File: config.mk
export PLATFORM = sky130hd
export DESIGN_NAME = ioctl_sdram_loader
export DESIGN_NICKNAME = d
export VERILOG_FILES = /design/src/rtl/ioctl_sdram_loader.sv
export SDC_FILE = /design/constraint.sdc
export NUM_CORES = 1
export LEC_CHECK = 0
export BUFFER_PORTS_ARGS = -buffer_cell sky130_fd_sc_hd__buf_2
export CORE_UTILIZATION = 47
export CTS_BUF_LIST = sky130_fd_sc_hd__clkbuf_2 sky130_fd_sc_hd__clkbuf_4 sky130_fd_sc_hd__clkbuf_8
export CTS_CLUSTER_SIZE = 20
export DETAILED_ROUTE_END_ITERATION = 8
export HOLD_SLACK_MARGIN = 0.08
export PLACE_DENSITY = 0.67
export SETUP_SLACK_MARGIN = 0.4
export SLEW_MARGIN = 20
export SYNTH_ARGS = -nofsm -noshare
export SYNTH_HDL_FRONTEND = slang
export SYNTH_SLANG_ARGS = --single-unit
File: constraint.sdc
create_clock -name clk_sys -period 8.1 [get_ports clk_sys]
set_clock_uncertainty 0.1 [all_clocks]
set_input_delay 2.43 -clock clk_sys [delete_from_list [all_inputs] [get_ports clk_sys]]
set_output_delay 2.43 -clock clk_sys [all_outputs]
set_load 0.01 [all_outputs]
File: src/rtl/ioctl_sdram_loader.sv
// ioctl_sdram_loader: routes hps_io downloads either into a byte FIFO drained to SDRAM or into
// a DIP switch bank, then shares the single SDRAM port with graphics reads once loading is done.
// Optional feature: define LOADER_CHECKSUM_EN to build the 16-bit ROM byte sum on rom_sum.
module ioctl_sdram_loader #(
  parameter int unsigned ADDR_W    = 25,
  parameter int unsigned DEPTH     = 8,
  parameter int unsigned ROM_INDEX = 0,
  parameter int unsigned DIP_INDEX = 254,
  parameter int unsigned DIP_BYTES = 8
) (
  input  logic                   clk_sys,
  input  logic                   reset_n,
  input  logic                   ioctl_download,
  input  logic [7:0]             ioctl_index,
  input  logic                   ioctl_wr,
  input  logic [ADDR_W-1:0]      ioctl_addr,
  input  logic [7:0]             ioctl_dout,
  output logic                   ioctl_wait,
  output logic [8*DIP_BYTES-1:0] dip_out,
  input  logic                   gfx_read,
  input  logic [ADDR_W-1:0]      gfx_addr,
  output logic [7:0]             gfx_data,
  output logic                   gfx_valid,
  output logic [ADDR_W-1:0]      sd_addr,
  output logic [7:0]             sd_din,
  output logic                   sd_we,
  output logic                   sd_rd,
  input  logic [7:0]             sd_dout,
  input  logic                   sd_ready,
  output logic                   core_reset,
  output logic                   rom_loaded,
  output logic                   overflow,
  output logic [15:0]            rom_sum
);

  localparam int unsigned PtrW = $clog2(DEPTH);
  localparam int unsigned CntW = PtrW + 1;

  typedef enum logic [1:0] {StIdle, StWr, StRd} state_e;

  state_e                 state_q;
  logic                   sd_we_q, sd_rd_q, gfx_valid_q;
  logic [ADDR_W-1:0]      sd_addr_q;
  logic [7:0]             sd_din_q, gfx_data_q;

  logic [ADDR_W-1:0]      fifo_addr_q [DEPTH];
  logic [7:0]             fifo_data_q [DEPTH];
  logic [PtrW-1:0]        wr_ptr_q, wr_ptr_d, rd_ptr_q, rd_ptr_d;
  logic [CntW-1:0]        count_q, count_d;
  logic                   overflow_q, overflow_d;
  logic                   pend_q, pend_d;
  logic [ADDR_W-1:0]      rd_addr_q, rd_addr_d;
  logic                   core_reset_q, core_reset_d;
  logic                   dl_q;
  logic                   rom_active_q, rom_active_d;
  logic                   rom_loaded_q, rom_loaded_d;
  logic [8*DIP_BYTES-1:0] dip_q, dip_d;

  logic rom_sel, dip_sel, full, empty, push, pop, rd_issue, rom_start, rom_done;

  // Routing, FIFO bookkeeping and flag next-state
  always_comb begin
    rom_sel   = ioctl_wr & ioctl_download & (ioctl_index == 8'(ROM_INDEX));
    dip_sel   = ioctl_wr & ioctl_download & (ioctl_index == 8'(DIP_INDEX)) &
                (ioctl_addr < ADDR_W'(DIP_BYTES));
    full      = (count_q == CntW'(DEPTH));
    empty     = (count_q == '0);
    push      = rom_sel & ~full;
    pop       = (state_q == StWr) & sd_ready;
    rd_issue  = (state_q == StIdle) & empty & pend_q;
    rom_start = ioctl_download & ~dl_q & (ioctl_index == 8'(ROM_INDEX));
    rom_done  = rom_active_q & ~ioctl_download & empty & (state_q == StIdle);

    wr_ptr_d = push ? wr_ptr_q + PtrW'(1) : wr_ptr_q;
    rd_ptr_d = pop  ? rd_ptr_q + PtrW'(1) : rd_ptr_q;
    count_d  = count_q;
    if (push && !pop) begin
      count_d = count_q + CntW'(1);
    end else if (pop && !push) begin
      count_d = count_q - CntW'(1);
    end

    // A dropped push is still flagged even if a pop frees a slot in the same cycle
    overflow_d = overflow_q | (rom_sel & full);

    // Latest request wins; a request landing during issue arms a second access
    pend_d    = gfx_read | (pend_q & ~rd_issue);
    rd_addr_d = gfx_read ? gfx_addr : rd_addr_q;

    core_reset_d = ioctl_download | ~empty | (state_q == StWr);

    rom_active_d = rom_start ? 1'b1 : (rom_done ? 1'b0 : rom_active_q);
    rom_loaded_d = rom_start ? 1'b0 : (rom_done ? 1'b1 : rom_loaded_q);

    dip_d = dip_q;
    if (dip_sel) begin
      for (int unsigned k = 0; k < DIP_BYTES; k++) begin
        if (ioctl_addr == ADDR_W'(k)) dip_d[8*k +: 8] = ioctl_dout;
      end
    end
  end

  // FIFO storage; contents are don't-care while the pointers say empty
  always_ff @(posedge clk_sys) begin
    if (push) begin
      fifo_addr_q[wr_ptr_q] <= ioctl_addr;
      fifo_data_q[wr_ptr_q] <= ioctl_dout;
    end
  end

  // Datapath and flag registers
  always_ff @(posedge clk_sys or negedge reset_n) begin
    if (!reset_n) begin
      wr_ptr_q     <= '0;
      rd_ptr_q     <= '0;
      count_q      <= '0;
      overflow_q   <= 1'b0;
      pend_q       <= 1'b0;
      rd_addr_q    <= '0;
      core_reset_q <= 1'b1;
      dl_q         <= 1'b0;
      rom_active_q <= 1'b0;
      rom_loaded_q <= 1'b0;
      dip_q        <= '0;
    end else begin
      wr_ptr_q     <= wr_ptr_d;
      rd_ptr_q     <= rd_ptr_d;
      count_q      <= count_d;
      overflow_q   <= overflow_d;
      pend_q       <= pend_d;
      rd_addr_q    <= rd_addr_d;
      core_reset_q <= core_reset_d;
      dl_q         <= ioctl_download;
      rom_active_q <= rom_active_d;
      rom_loaded_q <= rom_loaded_d;
      dip_q        <= dip_d;
    end
  end

  // Arbiter FSM with registered SDRAM request and read-return outputs
  always_ff @(posedge clk_sys or negedge reset_n) begin
    if (!reset_n) begin
      state_q     <= StIdle;
      sd_we_q     <= 1'b0;
      sd_rd_q     <= 1'b0;
      sd_addr_q   <= '0;
      sd_din_q    <= '0;
      gfx_data_q  <= '0;
      gfx_valid_q <= 1'b0;
    end else begin
      gfx_valid_q <= 1'b0;
      unique case (state_q)
        StIdle: begin
          if (!empty) begin
            state_q   <= StWr;
            sd_we_q   <= 1'b1;
            sd_addr_q <= fifo_addr_q[rd_ptr_q];
            sd_din_q  <= fifo_data_q[rd_ptr_q];
          end else if (pend_q) begin
            state_q   <= StRd;
            sd_rd_q   <= 1'b1;
            sd_addr_q <= rd_addr_q;
          end
        end
        StWr: begin
          if (sd_ready) begin
            state_q <= StIdle;
            sd_we_q <= 1'b0;
          end
        end
        StRd: begin
          if (sd_ready) begin
            state_q     <= StIdle;
            sd_rd_q     <= 1'b0;
            gfx_data_q  <= sd_dout;
            gfx_valid_q <= 1'b1;
          end
        end
        default: begin
          state_q <= StIdle;
          sd_we_q <= 1'b0;
          sd_rd_q <= 1'b0;
        end
      endcase
    end
  end

`ifdef LOADER_CHECKSUM_EN
  logic [15:0] rom_sum_q, rom_sum_d;

  // Running sum of accepted ROM bytes, restarted by each ROM download
  always_comb begin
    rom_sum_d = rom_start ? 16'h0000 : rom_sum_q;
    if (push) rom_sum_d = rom_sum_d + {8'h00, ioctl_dout};
  end

  // Checksum register
  always_ff @(posedge clk_sys or negedge reset_n) begin
    if (!reset_n) rom_sum_q <= '0;
    else          rom_sum_q <= rom_sum_d;
  end

  assign rom_sum = rom_sum_q;
`else
  assign rom_sum = 16'h0000;
`endif

  assign ioctl_wait = (count_q >= CntW'(DEPTH - 2));
  assign dip_out    = dip_q;
  assign gfx_data   = gfx_data_q;
  assign gfx_valid  = gfx_valid_q;
  assign sd_addr    = sd_addr_q;
  assign sd_din     = sd_din_q;
  assign sd_we      = sd_we_q;
  assign sd_rd      = sd_rd_q;
  assign core_reset = core_reset_q;
  assign rom_loaded = rom_loaded_q;
  assign overflow   = overflow_q;

endmodule

# Word-level counts from Yosys, hierarchy flattened
# Memories as Yosys holds them, arrays and structs flattened. A register that Yosys moved wholly into a read port is not among the register bits.
# Index checks and enable logic that the tools add are counted.
# word_totals
n_memories,2
ff_bits,143
ram_bits,264
inputBits,80
output_inout_bits,128
wordCells,125
# op_classes
n_reduce_logical,26
n_mux,22
addsub,4
magnitude_cmp,2
eq_ne,19
bitwise_logic,26
# mem_list
name,depth,width,read_ports,rd_clocked_by_memory_dff,wr,line_no,text
fifo_addr_q,8,25,1,0,1,46,logic [ADDR_W-1:0] fifo_addr_q [DEPTH];
fifo_data_q,8,8,1,1,1,47,logic [7:0] fifo_data_q [DEPTH];
# op_table
cell,count
25-bit by 3-bit == test with 1-bit output (second input constant),4
25-bit by 2-bit == test with 1-bit output (second input constant),2
25-bit 2-to-1 mux,2
25-bit by 1-bit == test with 1-bit output (second input constant),1
25-bit zero test,1
25-bit by 4-bit < comparator with 1-bit output (second input constant),1
2-bit AND reduction,12
1-bit AND,15
1-bit 2-to-1 mux,12
2-bit inequality test (second input constant),6
8-bit == test (second input constant),1
8-bit zero test,1
4-bit 2-to-1 mux,2
1-bit inverter,7
3-bit by 1-bit adder with 3-bit output (second input constant),2
2-bit 2-to-1 mux,3
1-bit case mux with 3 select lines,2
4-bit by 1-bit adder with 4-bit output (second input constant),1
4-bit == test (second input constant),1
4-bit by 3-bit greater-or-equal comparator with 1-bit output (second input constant),1
4-bit zero test,1
1-bit OR,4
2-bit case mux with 2 select lines,1
4-bit AND reduction,1
other kinds (11),15

# Depth between registers and ports, before layout
# depth
ltp_word,7
mapped_depth,10
ltp_nobuf,10

# Worst setup path after synthesis
# Ideal clock, no wire load.
# synth_timing
kind,input to register
start,input ioctl_index[1]
end,"memory fifo_addr_q[2][0], enable pin"
path_buffers,0
t_arrival_ps,6102
t_required_ps,7536
cell_stages,4
setup_time_ps,464
path_slack_ps,1434
cell_sequence,or4_1 a2111oi_2 nand2_1 nor3_1
# synth_between
elab_chain_cells,5
# synth_lines
element,line_no,text
start: declaration,14,"input logic [7:0] ioctl_index,"
8-bit zero test,63,rom_sel = ioctl_wr & ioctl_download & (ioctl_index == 8'(ROM_INDEX));
1-bit AND,63,
1-bit AND,68,push = rom_sel & ~full;
via push,59,"logic rom_sel, dip_sel, full, empty, push, pop, rd_issue, rom_start, rom_done;"
1-bit 2-to-1 mux,105,if (push) begin
1-bit 2-to-1 mux (not written as such),106,fifo_addr_q[wr_ptr_q] <= ioctl_addr;
end: declaration,46,
# The timed path passes the listed nets, and every way through them passes these cells.

# Worst setup path in the final report
# layout_timing
start,input ioctl_index[1]
end,"memory fifo_addr_q[2][9], enable pin"
# The elaborated chain is that of the path after synthesis.

==> flow_metrics.tcl <==
set metrics [dict create \
    grt.total_usage_pct 19.50 \
    grt_pass1_wl_um 52090 \
    drt-initial-drc-count 501 \
    drive_gt1_share_pct 45.43 \
    htree_levels 3 \
    pin_count 208 \
    cellPowerDensity_nw_per_um2 300.7 \
    status "finished, final reports clean" \
    max_freq_mhz 209.5 \
    dr_total_vias 8502 \
    relSlewSlack_pct 29.43 \
    holdBufCountCts 0 \
    wl_per_cell_um 20.93 \
    period_minus_slack_ns 4.774 \
    hold_slack_ns 0.3828 \
    crit_path_start_kind "input port" \
    die_w_um 186.8 \
    vdd.ir_drop.worst_mv 0.1749 \
    overflow 0 \
    drv_slew 0 \
    cts_tree "built" \
    use_met1_pct 25.79 \
    gp_congestion 0.7523 \
    synth-warning-count 0 \
    multiInputGateArea_um2 4204 \
    hp-class "reg -> reg" \
    drc 0 \
    antenna_left 0 \
    fin_util_pct 56.60 \
    grt_use_met3_pct 5.366 \
    fin_nets 1174 \
    regArea_um2 11710 \
    cts_made_buffers 70 \
    viasPerCell 5.361 \
    worst_pin_slew_ns 1.056 \
    seq_area_frac_synth_pct 72.91 \
    synth_cell_types 41 \
    dp_hpwl_um 20400 \
    clk_latency_ns 0.58 \
    arrival_ns 4.89 \
    clkSlewWorstSetupHoldPaths_ns 0.06 \
    grt.busiest_layer "met2" \
    setup_violations 0 \
    grt_max_degree 82 \
    rsz0062_at_grt "no" \
    root_buffer "clkbuf_8" \
    period_share_pct 58.94 \
    syn_inst 841 \
    initial_core_util_pct 47.88 \
    die_h_um 186.8 \
    drt_pass1_iterations 4 \
    setup_tns_ns 0 \
    avgSynthCellArea_um2 19.09 \
    post_cts_buffers 0 \
    grt_use_met2_pct 31.72 \
    antenna_found_initial 1 \
    cp_max_fo 27 \
    end_kind "flip-flop" \
    syn_area_um2 16060 \
    fp.coreArea_um2 33530 \
    drv_cap 0 \
    cts_buffer_depth 3 \
    synth_seq_cells 415 \
    num_rows 67 \
    wirelength_um 33190 \
    area_growth_pct 18.20 \
    grt_pass1_vias 9123 \
    antenna_cells 0 \
    critPathRequiredTime_ns 8.22 \
    cts_resized 0 \
    hold_viol 0 \
    fill_cells 2637 \
    io_buffers 191 \
    die_area_um2 34910 \
    cts_sinks 415 \
    p_leak_nw 7.596 \
    critical_path_class "in -> reg" \
]
[report_power, final]
part	switching, mW	leakage (nW)	internal [mW]	total (mW)
Clock	0.808	0.739	1.02	1.83
Combinational	0.688	2.59	0.639	1.33
Sequential	0.137	4.27	2.41	2.55
[synthesized netlist by cell type]
library cell / number / area (um2)
nor4_4: 1 / 21.27
inv_1: 6 / 22.52
nor2_1: 21 / 78.83
conb_1: 1 / 3.750
buf_4: 16 / 120.1
o22ai_1: 26 / 162.7
xnor2_1: 6 / 52.55
a2111oi_2: 1 / 15.01
clkbuf_1: 19 / 71.32
or2_2: 1 / 6.260
nand2b_1: 3 / 18.77
and4_1: 2 / 17.52
a31o_2: 1 / 8.760
mux2_2: 100 / 1126
dfrtp_1: 150 / 3754
nand3_1: 2 / 10.01
dfstp_2: 1 / 26.28
nor3_1: 6 / 30.03
buf_1: 9 / 33.78
and4b_1: 3 / 30.03
nand4_1: 1 / 6.260
a21boi_1: 1 / 7.510
mux4_2: 66 / 1486
edfxtp_1: 264 / 7928
nand2_1: 15 / 56.30
a21oi_1: 36 / 180.2
nor4_2: 2 / 25.02
ha_1: 8 / 100.1
or4_1: 4 / 30.03
buf_2: 5 / 25.02
a21o_1: 5 / 37.54
xor2_1: 1 / 8.760
o21ai_0: 5 / 25.02
nor4_1: 2 / 12.51
nor2b_1: 2 / 12.51
nor3b_1: 3 / 22.52
fa_1: 1 / 20.02
mux2i_1: 34 / 340.3
o22a_1: 2 / 17.52
nand4_2: 8 / 100.1
a31oi_1: 1 / 6.260
[layer usage]
layer	wire length (um)	part of all wire (%)
met1	14310	43
met2	16100	48
met4	683	2.1
met3	2086	6.3
met5	17	0.051
[worst max-delay path, cell delays in order]
cell,delay (ns)
buf_2,0.10
or4_1,0.58
a2111oi_2,0.39
buf_4,0.22
nand2_1,0.22
nor3_2,0.47
buf_4,0.46
[layout make-up]
| class | count | share of cell area [%] |
|---|---|---|
| tap | 448 | 2.954 |
| sequential | 415 | 61.72 |
| multi-input combinational | 386 | 22.15 |
| clock buffer | 100 | 6.527 |
| clock inverter | 25 | 0.7977 |
| timing repair buffer | 206 | 5.729 |
| inverter | 6 | 0.1187 |
[cells by family (layout without fill, tap and decap cells)]
kind of cell	Yosys count	in the layout	synth area share (%)
adder cells (fa/ha/maj)	9	9	0.7481
multiplexers	200	200	18.39
AO/OA/AOI/OAI	78	78	2.868
buffers and inverters	55	337	1.699
flip-flops	415	415	72.91
other	1	16	0.02335
AND/OR/NAND/NOR	76	76	2.977
XOR/XNOR	7	7	0.3818
[flip-flops by register name, indices dropped and copies added (netlist names), 2 cells and up]
name,flops
fifo_data_q,64
rd_ptr_q,3
sd_addr,25
dip_out,64
state_q,2
rd_addr_q,25
gfx_data,8
sd_din,8
wr_ptr_q,3
fifo_addr_q,200
count_q,4
[worst paths after layout]
kind | slack [ns] | cells after the start | start | to
max | 3.33 | 7 | ioctl_index[1] | fifo_addr_q[2][9]
min reg2reg | 0.38 | 1 | overflow | overflow
max reg2reg | 5.23 | 4 | rd_ptr_q[0] | sd_addr[3]
max in group asynchronous | 4.59 | 2 | reset_n | rd_ptr_q[2]
min in group asynchronous | 1.82 | 1 | reset_n | rd_addr_q[10]
min | 0.38 | 1 | overflow | overflow
[layout by cell type (no fill, tap or decap), types with 8 or more instances in the layout]
cell,count
ha_1,8
dfrtp_1,147
clkbuf_4,22
nand4_2,8
edfxtp_1,264
mux2_2,100
clkbuf_8,78
nand2_1,15
clkinv_2,10
mux2i_1,34
buf_2,190
a21oi_1,36
conb_1,16
mux4_2,66
o22ai_1,26
buf_4,14
nor2_1,15
clkinv_1,9
[metrics by stage]
stage	power [mW]	setup slack, ns	cell area, um2	instances
2_1_floorplan	3.515	1.434	16110	856
3_3_place_gp	3.923	2.769	17560	1460
3_5_place_dp	3.951	2.706	17570	1460
4_1_cts	5.798	3.317	18960	1585
5_1_grt	6.000	3.119	18980	1586
6_report	5.708	3.326	18980	1586
(Power assumes the default switching activity.)
